## config.mk

```make
export PLATFORM = sky130hd
export DESIGN_NAME = multdiv_seq
export DESIGN_NICKNAME = d
export VERILOG_FILES = /design/src/rtl/multdiv_seq.sv
export SDC_FILE = /design/constraint.sdc
export NUM_CORES = 2
export LEC_CHECK = 0
export BUFFER_PORTS_ARGS = -buffer_cell sky130_fd_sc_hd__buf_2
export CAP_MARGIN = 20
export CORE_UTILIZATION = 50
export CTS_BUF_LIST = sky130_fd_sc_hd__clkbuf_4
export CTS_CLUSTER_DIAMETER = 60
export DETAILED_ROUTE_END_ITERATION = 6
export GPL_ROUTABILITY_DRIVEN = 0
export PLACE_DENSITY = 0.63
export SLEW_MARGIN = 20
export SYNTH_ARGS = -nofsm -noshare
export SYNTH_HDL_FRONTEND = slang
export SYNTH_SLANG_ARGS = --single-unit
```

## constraint.sdc

```tcl
create_clock -name clk -period 17.54 [get_ports clk]
set_input_delay 3.508 -clock clk [delete_from_list [all_inputs] [get_ports clk]]
set_output_delay 3.508 -clock clk [all_outputs]
set_load 0.02 [all_outputs]
```

## src/rtl/multdiv_seq.sv

```systemverilog
// Sequencer for execute-stage HI/LO arithmetic: fixed-latency multiply/accumulate
// and a 32-step restoring divider, holding the {hi,lo} result until execute advances.
module multdiv_seq #(
   parameter int MUL_LAT = 2
) (
   input  logic        clk,
   input  logic        resetn,
   input  logic        req_valid,
   input  logic [2:0]  op,
   input  logic [31:0] a,
   input  logic [31:0] b,
   input  logic [31:0] hi_in,
   input  logic [31:0] lo_in,
   input  logic        advance,
   input  logic        flush,
   output logic [31:0] hi,
   output logic [31:0] lo,
   output logic        ok,
   output logic        busy
);

   localparam int CNT_MAX = (MUL_LAT > 32) ? MUL_LAT : 32;
   localparam int CNT_W   = $clog2(CNT_MAX + 1);
   localparam logic [CNT_W-1:0] MUL_CNT = CNT_W'(MUL_LAT);
   localparam logic [CNT_W-1:0] DIV_CNT = CNT_W'(32);
   localparam logic [CNT_W-1:0] CNT_ONE = CNT_W'(1);

   typedef enum logic [1:0] {
      IDLE,
      MUL,
      DIV,
      DONE
   } state_t;

   state_t state, state_nxt;

   logic [2:0]       op_q;
   logic [31:0]      a_q, b_q;
   logic [63:0]      acc_q;
   logic [CNT_W-1:0] cnt;
   logic [31:0]      rem_q, quo_q, divisor_q;

   logic        is_div_req;
   logic        last_step;
   logic [31:0] dvd_mag, dvs_mag;

   logic        mul_signed;
   logic [63:0] a_wide, b_wide, product, mul_res;

   logic [32:0] shifted;
   logic [32:0] low_diff;
   logic        sub_ok;
   logic [31:0] rem_nxt, quo_nxt, quo_res, rem_res;
   logic        neg_quo, neg_rem;

   assign busy       = req_valid & ~ok & ~flush;
   assign is_div_req = (op[2:1] == 2'b01);
   assign last_step  = (cnt == CNT_ONE);

   // Only signed DIV works on magnitudes; DIVU and the multiply ops ignore these.
   assign dvd_mag = ((op == 3'd2) && a[31]) ? (32'd0 - a) : a;
   assign dvs_mag = ((op == 3'd2) && b[31]) ? (32'd0 - b) : b;

   // Operands are frozen while in MUL, so the multiplier is a MUL_LAT-cycle path.
   // Low 64 bits of the 64-bit-extended product equal those of the 33x33 product.
   assign mul_signed = ~op_q[0];
   assign a_wide     = {{32{mul_signed & a_q[31]}}, a_q};
   assign b_wide     = {{32{mul_signed & b_q[31]}}, b_q};
   assign product    = a_wide * b_wide;

   always_comb begin
      mul_res = product;
      if (op_q[2]) begin
         mul_res = op_q[1] ? (acc_q - product) : (acc_q + product);
      end
   end

   // One restoring step: when the shifted remainder reaches 2^32 it must exceed
   // any divisor, otherwise the borrow of the low 32-bit subtract decides.
   assign shifted  = {rem_q, quo_q[31]};
   assign low_diff = {1'b0, shifted[31:0]} - {1'b0, divisor_q};
   assign sub_ok   = shifted[32] | ~low_diff[32];
   assign rem_nxt  = sub_ok ? low_diff[31:0] : shifted[31:0];
   assign quo_nxt  = {quo_q[30:0], sub_ok};

   assign neg_quo  = ~op_q[0] & (a_q[31] ^ b_q[31]);
   assign neg_rem  = ~op_q[0] & a_q[31];
   assign quo_res  = neg_quo ? (32'd0 - quo_nxt) : quo_nxt;
   assign rem_res  = neg_rem ? (32'd0 - rem_nxt) : rem_nxt;

   always_ff @(posedge clk or negedge resetn) begin
      if (!resetn) begin
         state <= IDLE;
      end else begin
         state <= state_nxt;
      end
   end

   // Flush wins over both acceptance and advance; DONE only leaves on advance.
   always_comb begin
      state_nxt = state;
      if (flush) begin
         state_nxt = IDLE;
      end else begin
         case (state)
            IDLE: begin
               if (req_valid) begin
                  state_nxt = is_div_req ? DIV : MUL;
               end
            end
            MUL: begin
               if (last_step) begin
                  state_nxt = DONE;
               end
            end
            DIV: begin
               if (last_step) begin
                  state_nxt = DONE;
               end
            end
            DONE: begin
               if (advance) begin
                  state_nxt = IDLE;
               end
            end
            default: state_nxt = IDLE;
         endcase
      end
   end

   always_ff @(posedge clk or negedge resetn) begin
      if (!resetn) begin
         op_q      <= 3'd0;
         a_q       <= 32'd0;
         b_q       <= 32'd0;
         acc_q     <= 64'd0;
         cnt       <= '0;
         rem_q     <= 32'd0;
         quo_q     <= 32'd0;
         divisor_q <= 32'd0;
         hi        <= 32'd0;
         lo        <= 32'd0;
         ok        <= 1'b0;
      end else if (flush) begin
         ok <= 1'b0;
      end else begin
         case (state)
            IDLE: begin
               if (req_valid) begin
                  op_q      <= op;
                  a_q       <= a;
                  b_q       <= b;
                  acc_q     <= {hi_in, lo_in};
                  cnt       <= is_div_req ? DIV_CNT : MUL_CNT;
                  rem_q     <= 32'd0;
                  quo_q     <= dvd_mag;
                  divisor_q <= dvs_mag;
               end
            end
            MUL: begin
               cnt <= cnt - CNT_ONE;
               if (last_step) begin
                  hi <= mul_res[63:32];
                  lo <= mul_res[31:0];
                  ok <= 1'b1;
               end
            end
            DIV: begin
               cnt   <= cnt - CNT_ONE;
               rem_q <= rem_nxt;
               quo_q <= quo_nxt;
               if (last_step) begin
                  hi <= rem_res;
                  lo <= quo_res;
                  ok <= 1'b1;
               end
            end
            DONE: begin
               if (advance) begin
                  ok <= 1'b0;
               end
            end
            default: ok <= 1'b0;
         endcase
      end
   end

endmodule

```

==> impl_metrics.env <==
export IMPL_clkSinkCount=299
export IMPL_synth_nets=8872
export IMPL_synth_top_family_by_area="adder cells"
export IMPL_chipWidth_microns=353
export IMPL_use_met3_pct=4.71
export IMPL_grt_overflow=0
export IMPL_synth_top_cell_area_share_pct=36.7
export IMPL_grt_pass1_wl_microns=298000
export IMPL_dr_pass1_iters=5
export IMPL_use_met1_pct=44.1
export IMPL_hold_path_class="reg -> reg"
export IMPL_antenna_found_initial=10
export IMPL_netlist_top_cells_area="fa_1 37%, dfrtp_1 12%, nand2_1 8.6%"
export IMPL_routed_via_density=5.65
export IMPL_ys_seq_elements=299
export IMPL_rows=128
export IMPL_die_area_sq_um=124000
export IMPL_clockRootBuffer="clkbuf_4"
export IMPL_synth_compound_area_share_pct=11.2
export IMPL_clock_latency_ns=0.97
export IMPL_grt_use_total_pct=30.5
export IMPL_synth_mux_area_share_pct=0.736
export IMPL_crit_type="reg -> reg"
export IMPL_synthToLayoutAreaGrowth_pct=5.49
export IMPL_tns_ns=0
export IMPL_cts_resized=0
export IMPL_period_minus_slack_ns=13.46
export IMPL_synth_xor_area_share_pct=4.31
export IMPL_hold_buffers=0
export IMPL_hold_viol=0
export IMPL_drt_iter0_drc=4334
export IMPL_maxCapViolCount=0
export IMPL_critical_path_max_stage_delay_ns=0.65
export IMPL_register_area_sq_um=7490
export IMPL_worst_setup_path_start_kind="register"
export IMPL_wl_per_cell_microns=20.7
export IMPL_grt_max_degree=124
export IMPL_setup_violations_final=0
export IMPL_maxSlewViolCount=0
export IMPL_yosysUniqueCellTypes=95
export IMPL_final_common_cell="nand2_1"
export IMPL_die_h_microns=353
export IMPL_yosysSeqAreaShare_pct=12.2
export IMPL_numCtsBuffers=84
export IMPL_clk_pin_slew_ns=0.07
export IMPL_avgSynthCellArea_sq_um=8.44
export IMPL_status="complete, no violations"
export IMPL_wl_microns=185000
export IMPL_tightest_slew_ns=1.07
export IMPL_initial_core_util_pct=50.5
export IMPL_drc_errors=0
export IMPL_ant_nets=0
export IMPL_io_buffers=201
export IMPL_grt_busiest_layer="met2"
export IMPL_yosysTopAreaCell="fa_1"
export IMPL_vias=50600
export IMPL_skew_ns=0.0337
export IMPL_cpMaxStageDelayCell="fa_1"
export IMPL_grt_pass1_vias=51400
export IMPL_synth_edf_count=0
export IMPL_grtUsageMet2_pct=47.4
export IMPL_layout_common_cells="1403 x nand2_1, 1191 x inv_1, 1127 x fa_1, 405 x and2_1, 319 x ha_1"
export IMPL_final_nets=8845
export IMPL_synthSimpleGateAreaFrac_pct=18.6
export IMPL_cp_required_ns=18.36
export IMPL_end_kind="register"
export IMPL_nFillCells=11500
export IMPL_cts_tree="built"
export IMPL_fmax_mhz=74.3
export IMPL_finalCritPeriodShare_pct=76.8
export IMPL_synth_ff_type="dfrtp_1"
export IMPL_path_common_cell="fa_1"
export IMPL_drive_gt1_share_pct=6.78
export IMPL_syn_inst=7289
export IMPL_slew_headroom_pct=28.9
export IMPL_ys_warn_count=0
export IMPL_synth_fa_ha_area_share_pct=43.2
export IMPL_grt_setup_unrepaired="no"
export IMPL_synthArstFlopShare_pct=100
export IMPL_ios=202
export IMPL_coreArea_sq_um=122000
export IMPL_ctsHtreeMaxLevel=3
export IMPL_post_dp_hpwl_microns=151000
export IMPL_synth_area_sq_um=61500
export IMPL_multi_input_area_sq_um=48100
export IMPL_clock_path_buffers=3
export IMPL_critPathMaxFanout=40
export IMPL_postCtsSetupBuffers=0
export IMPL_critPathArrivalTime_ns=14.28
[per-stage QoR]
stage	area, sq um	util (%)	hold slack [ns]	std cells	worst slack [ns]
after global routing	64900	53.2	0.501	8953	3.65
final	64900	53.2	0.478	8955	4.08
after detailed placement	63700	52.3	0.464	8801	4.39
after CTS	64900	53.2	0.480	8950	4.31
after global placement	63700	52.3	0.460	8801	4.62
after floorplan	61500	-	0.450	7289	5.94
[logic make-up after synthesis]
logic type / after synthesis
DFF: 299
buffers and inverters: 1590
muxes: 44
adders and majority gates: 1447
xor gates and xnor gates: 303
AOI/OAI and AO/OA: 1099
and+or+nand+nor: 2507
[state kept, by name, indices dropped and copies added (netlist names)]
register   flops
acc_q         64
a_q           32
b_q           32
hi            32
lo            32
quo_q         32
rem_q         32
divisor_q     31
cnt            6
op_q           3
state          2
ok             1
[final timing paths]
kind,cells after the start,start,end,slack [ns]
max,40,op_q[0]$_DFFE_PN0P_,hi[31]$_DFFE_PN0P_,4.08
max reg2reg,40,op_q[0]$_DFFE_PN0P_,hi[31]$_DFFE_PN0P_,4.08
min reg2reg,2,a_q[18]$_DFFE_PN0P_,a_q[18]$_DFFE_PN0P_,0.48
min in group asynchronous,1,resetn,acc_q[15]$_DFFE_PN0P_,2.59
min,2,a_q[18]$_DFFE_PN0P_,a_q[18]$_DFFE_PN0P_,0.48
max in group asynchronous,3,resetn,rem_q[19]$_DFFE_PN0P_,12.96
[routing by layer]
| metal | vias to the layer above | share of wire [%] |
|---|---|---|
| li1 | 22800 | - |
| met4 | 10 | 2.9 |
| met2 | 2064 | 45 |
| met5 | - | 0.033 |
| met1 | 25500 | 44 |
| met3 | 290 | 8.1 |
[layout make-up]
| cell class | instances | area share (%) |
|---|---|---|
| Clock inverter | 22 | 0.276 |
| Clock buffer | 127 | 1.47 |
| Timing Repair Buffer | 285 | 2.56 |
| Multi-Input combinational cell | 5400 | 74.1 |
| Tap cell | 1625 | 3.13 |
| Inverter | 1192 | 6.90 |
| Antenna cell | 5 | 0.0193 |
| Sequential cell | 299 | 11.5 |
[critical path, delay by kind of cell, from the launching register on]
| kind | cells | cell delay, ns |
|---|---|---|
| fa+ha+maj | 10 | 4.99 |
| simple gates | 10 | 3.25 |
| compound gates | 11 | 2.77 |
| xor+xnor | 3 | 0.87 |
| buf+inv | 5 | 0.73 |
| flops | 1 | 0.47 |
| mux | 1 | 0.23 |
[synthesized netlist by cell type (all sizes together) (31+ instances only)]
library cell / number
a211oi: 42
clkbuf: 363
a31oi: 55
dfrtp: 299
mux2i: 34
xor2: 127
nand2: 1405
xnor2: 176
or2: 31
nand4: 34
nand3: 67
a21oi: 301
and3: 36
buf: 35
inv: 1191
and2: 406
nor3: 99
ha: 320
a21o: 97
nor2: 259
fa: 1127
or3: 37
o21ai: 317
o21a: 39
Power is not shown: default switching activity piles up to over one toggle a cycle in this logic, so the estimate is an artifact.
